--- src/rtl/interact_pkg.sv ---
// Shared constants and helpers for the APF interact register bank: default bridge
// addresses, well-known register slots and the register address decode helper.
package interact_pkg;

    localparam logic [31:0] DEF_CTRL_ADDR = 32'hF000_0000;
    localparam logic [31:0] DEF_REG_BASE  = 32'hF100_0000;

    // Conventional slot assignments used by cores that share this bank layout
    localparam int FILTERS_IDX    = 0;
    localparam int NVRAM_IDX      = 1;
    localparam int ANALOGIZER_IDX = 2;

    typedef logic [4:0] regbank_idx_t;

    // A read to an unmapped address keeps the last returned word on the bus
    localparam bit RD_MISS_HOLD = 1'b1;

    function automatic logic [31:0] regbank_addr(input logic [31:0] base,
                                                 input int stride_log2,
                                                 input regbank_idx_t idx);
        return base + ({27'h0, idx} << stride_log2);
    endfunction

endpackage

--- src/rtl/interact_regbank_if.sv ---
// APF bridge bus as seen by the register bank: single-cycle read/write strobes
// with a registered read data return.
interface interact_regbank_if;
    logic [31:0] bridge_addr;
    logic        bridge_wr;
    logic [31:0] bridge_wr_data;
    logic        bridge_rd;
    logic [31:0] bridge_rd_data;

    modport master (
        output bridge_addr,
        output bridge_wr,
        output bridge_wr_data,
        output bridge_rd,
        input  bridge_rd_data
    );

    modport slave (
        input  bridge_addr,
        input  bridge_wr,
        input  bridge_wr_data,
        input  bridge_rd,
        output bridge_rd_data
    );
endinterface

--- src/rtl/interact_rst_stretch.sv ---
// Core-reset pulse stretcher: holds core_reset for RST_CYCLES cycles after the
// last trigger or after system reset falls.
module interact_rst_stretch #(
    parameter int RST_CYCLES = 10000
) (
    input  logic clk_74a,
    input  logic reset,
    input  logic trig,
    output logic core_reset,
    output logic busy
);

    localparam int CW = $clog2(RST_CYCLES + 1);

    logic [CW-1:0] count;

    // Reset and retriggers both reload, so a pulse is only ever extended
    always_ff @(posedge clk_74a) begin
        if (reset || trig) begin
            count <= CW'(RST_CYCLES);
        end else if (count != '0) begin
            count <= count - CW'(1);
        end
    end

    assign busy       = (count != '0);
    assign core_reset = busy | reset;

endmodule

--- src/rtl/interact_regbank.sv ---
// APF bridge register bank: NUM_REGS 32-bit registers at a power-of-two stride,
// per-register write/reset masks, update strobes and a core-reset control word.
module interact_regbank
    import interact_pkg::*;
#(
    parameter int                     NUM_REGS    = 8,
    parameter logic [31:0]            REG_BASE    = DEF_REG_BASE,
    parameter int                     STRIDE_LOG2 = 24,
    parameter logic [31:0]            CTRL_ADDR   = DEF_CTRL_ADDR,
    parameter int                     RST_CYCLES  = 10000,
    parameter logic [NUM_REGS-1:0]    WR_MASK     = '1,
    parameter logic [NUM_REGS-1:0]    RST_MASK    = '0,
    parameter logic [NUM_REGS*32-1:0] INIT        = '0
) (
    input  logic                     clk_74a,
    input  logic                     reset,
    interact_regbank_if.slave        bus,
    output logic [NUM_REGS*32-1:0]   regs,
    output logic [NUM_REGS-1:0]      reg_upd,
    output logic                     core_reset,
    output logic                     core_reset_busy
);

    logic [31:0]         reg_q [NUM_REGS];
    logic [NUM_REGS-1:0] hit;
    logic [NUM_REGS-1:0] wr_acc;
    logic                rd_hit;
    logic [31:0]         rd_val;
    logic                ctrl_hit;
    logic                trig;

    // Exact-match decode; addresses past NUM_REGS never alias back onto the bank
    always_comb begin
        hit    = '0;
        rd_hit = 1'b0;
        rd_val = '0;
        for (int i = 0; i < NUM_REGS; i++) begin
            if (bus.bridge_addr == regbank_addr(REG_BASE, STRIDE_LOG2, regbank_idx_t'(i))) begin
                hit[i] = 1'b1;
                rd_hit = 1'b1;
                rd_val = reg_q[i];
            end
        end
        ctrl_hit = (bus.bridge_addr == CTRL_ADDR);
        wr_acc   = (bus.bridge_wr && !reset) ? (hit & WR_MASK) : '0;
        trig     = !reset && bus.bridge_wr && (ctrl_hit || |(wr_acc & RST_MASK));
    end

    always_ff @(posedge clk_74a) begin
        for (int i = 0; i < NUM_REGS; i++) begin
            if (reset) begin
                reg_q[i] <= INIT[32*i +: 32];
            end else if (wr_acc[i]) begin
                reg_q[i] <= bus.bridge_wr_data;
            end
        end
        reg_upd <= reset ? '0 : wr_acc;
    end

    // Read mux samples pre-write contents, so a same-cycle write shows up one cycle later
    always_ff @(posedge clk_74a) begin
        if (reset) begin
            bus.bridge_rd_data <= '0;
        end else if (bus.bridge_rd) begin
            if (rd_hit) begin
                bus.bridge_rd_data <= rd_val;
            end else if (ctrl_hit) begin
                bus.bridge_rd_data <= {30'h0, core_reset_busy, core_reset};
            end else if (!RD_MISS_HOLD) begin
                bus.bridge_rd_data <= '0;
            end
        end
    end

    for (genvar g = 0; g < NUM_REGS; g++) begin : g_regs_out
        assign regs[32*g +: 32] = reg_q[g];
    end

    interact_rst_stretch #(
        .RST_CYCLES (RST_CYCLES)
    ) u_rst_stretch (
        .clk_74a    (clk_74a),
        .reset      (reset),
        .trig       (trig),
        .core_reset (core_reset),
        .busy       (core_reset_busy)
    );

endmodule

--- src/flat_wrapper.sv ---
// flat-port wrapper written by rule: the top's interface ports become plain ports
module interact_regbank_flat import interact_pkg::*;
#(
    parameter int                     NUM_REGS    = 8,
    parameter logic [31:0]            REG_BASE    = DEF_REG_BASE,
    parameter int                     STRIDE_LOG2 = 24,
    parameter logic [31:0]            CTRL_ADDR   = DEF_CTRL_ADDR,
    parameter int                     RST_CYCLES  = 10000,
    parameter logic [NUM_REGS-1:0]    WR_MASK     = '1,
    parameter logic [NUM_REGS-1:0]    RST_MASK    = '0,
    parameter logic [NUM_REGS*32-1:0] INIT        = '0
)
  (clk_74a, reset, regs, reg_upd, core_reset, core_reset_busy, bus_bridge_addr, bus_bridge_wr, bus_bridge_wr_data, bus_bridge_rd, bus_bridge_rd_data);
  interact_regbank_if bus_i ();
  input  logic clk_74a;
  input  logic reset;
  output logic [NUM_REGS*32-1:0] regs;
  output logic [NUM_REGS-1:0] reg_upd;
  output logic core_reset;
  output logic core_reset_busy;
  input wire logic [$bits(bus_i.bridge_addr)-1:0] bus_bridge_addr;
  input wire logic [$bits(bus_i.bridge_wr)-1:0] bus_bridge_wr;
  input wire logic [$bits(bus_i.bridge_wr_data)-1:0] bus_bridge_wr_data;
  input wire logic [$bits(bus_i.bridge_rd)-1:0] bus_bridge_rd;
  output wire logic [$bits(bus_i.bridge_rd_data)-1:0] bus_bridge_rd_data;
  assign bus_i.bridge_addr = bus_bridge_addr;
  assign bus_i.bridge_wr = bus_bridge_wr;
  assign bus_i.bridge_wr_data = bus_bridge_wr_data;
  assign bus_i.bridge_rd = bus_bridge_rd;
  assign bus_bridge_rd_data = bus_i.bridge_rd_data;
  interact_regbank #(.NUM_REGS(NUM_REGS), .REG_BASE(REG_BASE), .STRIDE_LOG2(STRIDE_LOG2), .CTRL_ADDR(CTRL_ADDR), .RST_CYCLES(RST_CYCLES), .WR_MASK(WR_MASK), .RST_MASK(RST_MASK), .INIT(INIT)) u_core (.clk_74a(clk_74a), .reset(reset), .bus(bus_i), .regs(regs), .reg_upd(reg_upd), .core_reset(core_reset), .core_reset_busy(core_reset_busy));
endmodule
--- config.mk ---
export PLATFORM = sky130hd
export DESIGN_NAME = interact_regbank_flat
export DESIGN_NICKNAME = d
export VERILOG_FILES = /design/src/rtl/interact_pkg.sv /design/src/rtl/interact_regbank_if.sv /design/src/rtl/interact_rst_stretch.sv /design/src/rtl/interact_regbank.sv /design/src/flat_wrapper.sv
export SDC_FILE = /design/constraint.sdc
export NUM_CORES = 1
export LEC_CHECK = 0
export BUFFER_PORTS_ARGS = -buffer_cell sky130_fd_sc_hd__buf_4
export CAP_MARGIN = 0
export CORE_MARGIN = 3
export CORE_UTILIZATION = 50
export CTS_CLUSTER_DIAMETER = 80
export DETAILED_ROUTE_END_ITERATION = 10
export PLACE_DENSITY = 0.81
export SLEW_MARGIN = 20
export SYNTH_ARGS = -nofsm -noshare
export SYNTH_HDL_FRONTEND = slang
export SYNTH_SLANG_ARGS = --single-unit
--- constraint.sdc ---
create_clock -name clk_74a -period 8.75 [get_ports clk_74a]
set_input_delay 2.1875 -clock clk_74a [delete_from_list [all_inputs] [get_ports clk_74a]]
set_output_delay 2.1875 -clock clk_74a [all_outputs]
set_load 0.05 [all_outputs]
==> impl_metrics.xml <==
<?xml version="1.0" encoding="UTF-8"?>
<metrics>
  <group name="run_status">
    <metric name="run_status" unit="">finished clean</metric>
  </group>
  <group name="yosys">
    <metric name="postSynthRegisterBits" unit="">310</metric>
    <metric name="synth_area_per_cell" unit="um2">12.3</metric>
    <metric name="synth.area.top_cells" unit="">sky130_fd_sc_hd__edfxtp_1 54%, sky130_fd_sc_hd__dfxtp_1 7.6%, sky130_fd_sc_hd__and2_1 7.0%</metric>
    <metric name="synth_edf_count" unit="">256</metric>
    <metric name="synth_area" unit="um2">14300</metric>
    <metric name="synthMostInstantiatedCell" unit="">sky130_fd_sc_hd__edfxtp_1</metric>
    <metric name="ys.warnings.count" unit="">0</metric>
    <metric name="ys_types" unit="">67</metric>
    <metric name="synth_area_leader" unit="">sky130_fd_sc_hd__edfxtp_1</metric>
    <metric name="synth_top_flop_cell" unit="">sky130_fd_sc_hd__edfxtp_1</metric>
    <metric name="netlist_instances" unit="">1159</metric>
    <metric name="proportion_of_synthesized_chip_area_in_sequential_cells" unit="%">61.3</metric>
    <metric name="postSynthNetCount" unit="">1228</metric>
    <metric name="netlist_top_cells_count" unit="">256 x sky130_fd_sc_hd__edfxtp_1, 161 x sky130_fd_sc_hd__and2_1, 99 x sky130_fd_sc_hd__and3_1</metric>
    <metric name="synth_top_cell_area_share" unit="%">53.8</metric>
    <metric name="async_reset_ff_share" unit="%">0</metric>
  </group>
  <group name="critical_path">
    <metric name="worst_r2r_startpoint" unit="">u_core.u_rst_stretch.count[0]$_SDFFE_PP0P_</metric>
    <metric name="regToRegSetupSlack" unit="ns">6.26</metric>
    <metric name="endpoint_kind" unit="">flip-flop</metric>
    <metric name="worst_r2r_path_depth" unit="">8</metric>
    <metric name="worst_setup_path_start_kind" unit="">primary input</metric>
    <metric name="criticalPathCategory" unit="">primary input to flip-flop</metric>
    <metric name="critPathMaxFanout" unit="">34</metric>
    <metric name="setup.worst_path.end" unit="">u_core.reg_q[1][67]$_SDFFCE_PN0P_</metric>
    <metric name="startpoint" unit="">bus_bridge_addr[2]</metric>
    <metric name="reg2reg_to" unit="">u_core.bus.bridge_rd_data[1]$_SDFFE_PP0P_</metric>
    <metric name="arrival_time_worst_endpoint" unit="ns">5.74</metric>
    <metric name="crit_required" unit="ns">8.87</metric>
  </group>
  <group name="sta">
    <metric name="setup_viol" unit="">0</metric>
    <metric name="layout_worst_path_cycle_share" unit="%">64.2</metric>
    <metric name="worst_slew_slack_as_a_fraction_of_its_limit" unit="%">23.8</metric>
    <metric name="worst_slew_pin_slew" unit="ns">1.14</metric>
    <metric name="slew_viol_final" unit="">0</metric>
    <metric name="maxClockFrequency" unit="MHz">178</metric>
    <metric name="setup-tns-final" unit="ns">0</metric>
    <metric name="final.min_clock_period" unit="ns">5.62</metric>
    <metric name="clock_skew" unit="ns">0.0189</metric>
    <metric name="fin_worst_hold_slack" unit="ns">0.485</metric>
    <metric name="grt_setup_unrepaired" unit="">no</metric>
    <metric name="finalHoldViolations" unit="">0</metric>
  </group>
  <group name="detailed_routing">
    <metric name="detail_route.first_pass.iterations" unit="">6</metric>
    <metric name="initialDrtViolationCount" unit="">1507</metric>
    <metric name="residual_drc" unit="">0</metric>
    <metric name="finalWirelength" unit="mm">49.9</metric>
    <metric name="drt-vias-per-instance" unit="">6.25</metric>
    <metric name="drt.antenna.violating_nets" unit="">0</metric>
    <metric name="dr_total_vias" unit="">11800</metric>
    <metric name="routed_wire_length_per_instance" unit="um">26.5</metric>
  </group>
  <group name="floorplanning">
    <metric name="die_h" unit="um">175</metric>
    <metric name="core" unit="um2">28000</metric>
    <metric name="total_die_area" unit="um2">30700</metric>
    <metric name="rows" unit="">61</metric>
    <metric name="die-width" unit="um">175</metric>
    <metric name="initial_standard_cell_utilization_of_the_core" unit="%">51.0</metric>
    <metric name="io-pin-count" unit="">366</metric>
  </group>
  <group name="clock_tree">
    <metric name="setup_fix_bufs_post_cts" unit="">0</metric>
    <metric name="clk_pin_slew" unit="ns">0.06</metric>
    <metric name="clock_tree_from_tritoncts" unit="">done</metric>
    <metric name="cts.hold.buffers_added" unit="">0</metric>
    <metric name="post_cts.resized_instances" unit="">0</metric>
    <metric name="cts-root-buf" unit="">sky130_fd_sc_hd__clkbuf_16</metric>
    <metric name="clock_latency" unit="ns">0.51</metric>
    <metric name="num_cts_buffers" unit="">34</metric>
    <metric name="max-clock-path-buffers" unit="">3</metric>
    <metric name="htreeDepth" unit="">2</metric>
    <metric name="clkSinkCount" unit="">310</metric>
  </group>
  <group name="power">
    <metric name="power.ir.vdd_worst" unit="uV">137</metric>
    <metric name="power_per_cell_area" unit="nW/um2">196</metric>
    <metric name="static-leakage-power" unit="nW">7.30</metric>
    <metric name="design_power_total" unit="mW">3.59</metric>
  </group>
  <group name="global_routing">
    <metric name="grt_antenna_before_repair" unit="">0</metric>
    <metric name="wire_length_of_the_first_global_routing_pass" unit="mm">73.1</metric>
    <metric name="grt_use_total" unit="%">31.4</metric>
    <metric name="globalRoute.totalOverflow" unit="">0</metric>
    <metric name="maximum_number_of_pins_on_one_net_before_global_route_repair" unit="">87</metric>
    <metric name="first_global_vias" unit="">11800</metric>
  </group>
  <group name="finish">
    <metric name="post-route-util" unit="%">65.6</metric>
    <metric name="post_route_cells_drive_above_1_share" unit="%">33.3</metric>
    <metric name="final_nets" unit="">1551</metric>
    <metric name="flow.area_growth_from_synthesis" unit="%">28.4</metric>
    <metric name="antennaDiodeCount" unit="">0</metric>
  </group>
  <group name="placed_design">
    <metric name="io_buffer_count" unit="">365</metric>
    <metric name="finalWeightedCongestion" unit="">0.932</metric>
    <metric name="dp_wirelength" unit="mm">32.2</metric>
  </group>
  <group name="job">
    <metric name="maxCapViolations" unit="">0</metric>
  </group>
  <group name="hold_path">
    <metric name="min-delay-path-class" unit="">flip-flop to flip-flop</metric>
  </group>
</metrics>
-- layout by cell type (no fill, tap or decap), types with 24 or more instances in the layout --
cell	n
sky130_fd_sc_hd__buf_4	378
sky130_fd_sc_hd__edfxtp_1	256
sky130_fd_sc_hd__and2_1	161
sky130_fd_sc_hd__and3_1	99
sky130_fd_sc_hd__o21ai_0	77
sky130_fd_sc_hd__nand2_1	60
sky130_fd_sc_hd__dfxtp_1	54
sky130_fd_sc_hd__mux2i_1	36
sky130_fd_sc_hd__clkbuf_16	35
sky130_fd_sc_hd__a21oi_1	29
sky130_fd_sc_hd__a22o_1	25
sky130_fd_sc_hd__mux2_2	25
sky130_fd_sc_hd__a22oi_1	24
-- worst max-delay path, cell delays in order --
cell and delay, ns:
sky130_fd_sc_hd__buf_4 0.12, sky130_fd_sc_hd__nor4_4 0.36, sky130_fd_sc_hd__nand4_4 0.29, sky130_fd_sc_hd__nor2_2 0.75, sky130_fd_sc_hd__nand3_1 0.40, sky130_fd_sc_hd__nor2_4 0.75
sky130_fd_sc_hd__or2_2 0.85
-- worst min-delay path by stage --
stage                                               startpoint                                    endpoint  slack [ns]  cells past startpoint
global route        u_core.bus.bridge_rd_data[19]$_SDFFE_PP0P_  u_core.bus.bridge_rd_data[19]$_SDFFE_PP0P_        0.51                      2
CTS                 u_core.bus.bridge_rd_data[26]$_SDFFE_PP0P_  u_core.bus.bridge_rd_data[26]$_SDFFE_PP0P_        0.48                      2
detailed placement  u_core.bus.bridge_rd_data[26]$_SDFFE_PP0P_  u_core.bus.bridge_rd_data[26]$_SDFFE_PP0P_        0.47                      2
floorplan           u_core.u_rst_stretch.count[9]$_SDFFE_PP1P_  u_core.u_rst_stretch.count[9]$_SDFFE_PP1P_        0.46                      2
global placement    u_core.bus.bridge_rd_data[26]$_SDFFE_PP0P_  u_core.bus.bridge_rd_data[26]$_SDFFE_PP0P_        0.46                      2
finish              u_core.bus.bridge_rd_data[26]$_SDFFE_PP0P_  u_core.bus.bridge_rd_data[26]$_SDFFE_PP0P_        0.48                      2
-- per-stage QoR --
stage               setup slack [ns]  area (um2)  instances
floorplan                       3.43       14300       1159
global placement                2.88       17300       1823
detailed placement              2.72       17300       1823
CTS                             3.24       18300       1884
global route                    3.02       18400       1885
finish                          3.13       18400       1885
-- cells by family (layout without fill, tap and decap cells) --
group                    after synthesis  in the layout  share of synthesized area (%)
AND/OR/NAND/NOR                      421            421                           18.1
flip-flops                           310            310                           61.3
AO/OA/AOI/OAI                        254            254                           12.5
buffers and inverters                103            451                           2.97
multiplexers                          61             61                           4.49
XOR/XNOR                               9              9                          0.551
adder cells (fa/ha/maj)                1              1                         0.0875
-- sequential cells by signal (all words and copies together) (netlist names) --
name / count
u_core.bus.bridge_rd_data: 32
u_core.u_rst_stretch.count: 14
u_core.reg_q: 256
u_core.reg_upd: 8
-- routing by layer --
layer / track usage, % / routed length (um) / up-vias
li1: - / - / 5014
met1: 40.5 / 18100 / 5700
met2: 50.8 / 23800 / 894
met3: 6.52 / 5470 / 174
met4: 15.6 / 2500 / 0
met5: 0 / 0 / -
-- cell type report --
type                       count  area [um2]
sequential                   310        8770
fill                        2046        9650
timing repair buffer         379        2860
clock buffer                  45         933
inverter                      11        41.3
clock inverter                16         105
tap                          378         473
multi-input combinational    746        5180
-- power by group --
part | switching (mW) | internal [mW] | total [mW]
logic | 0.370 | 0.141 | 0.511
clock network | 0.576 | 0.781 | 1.36
registers | 0.0611 | 1.66 | 1.72
total | 1.01 | 2.58 | 3.59
No activity file was read; power rests on OpenSTA's default activity.
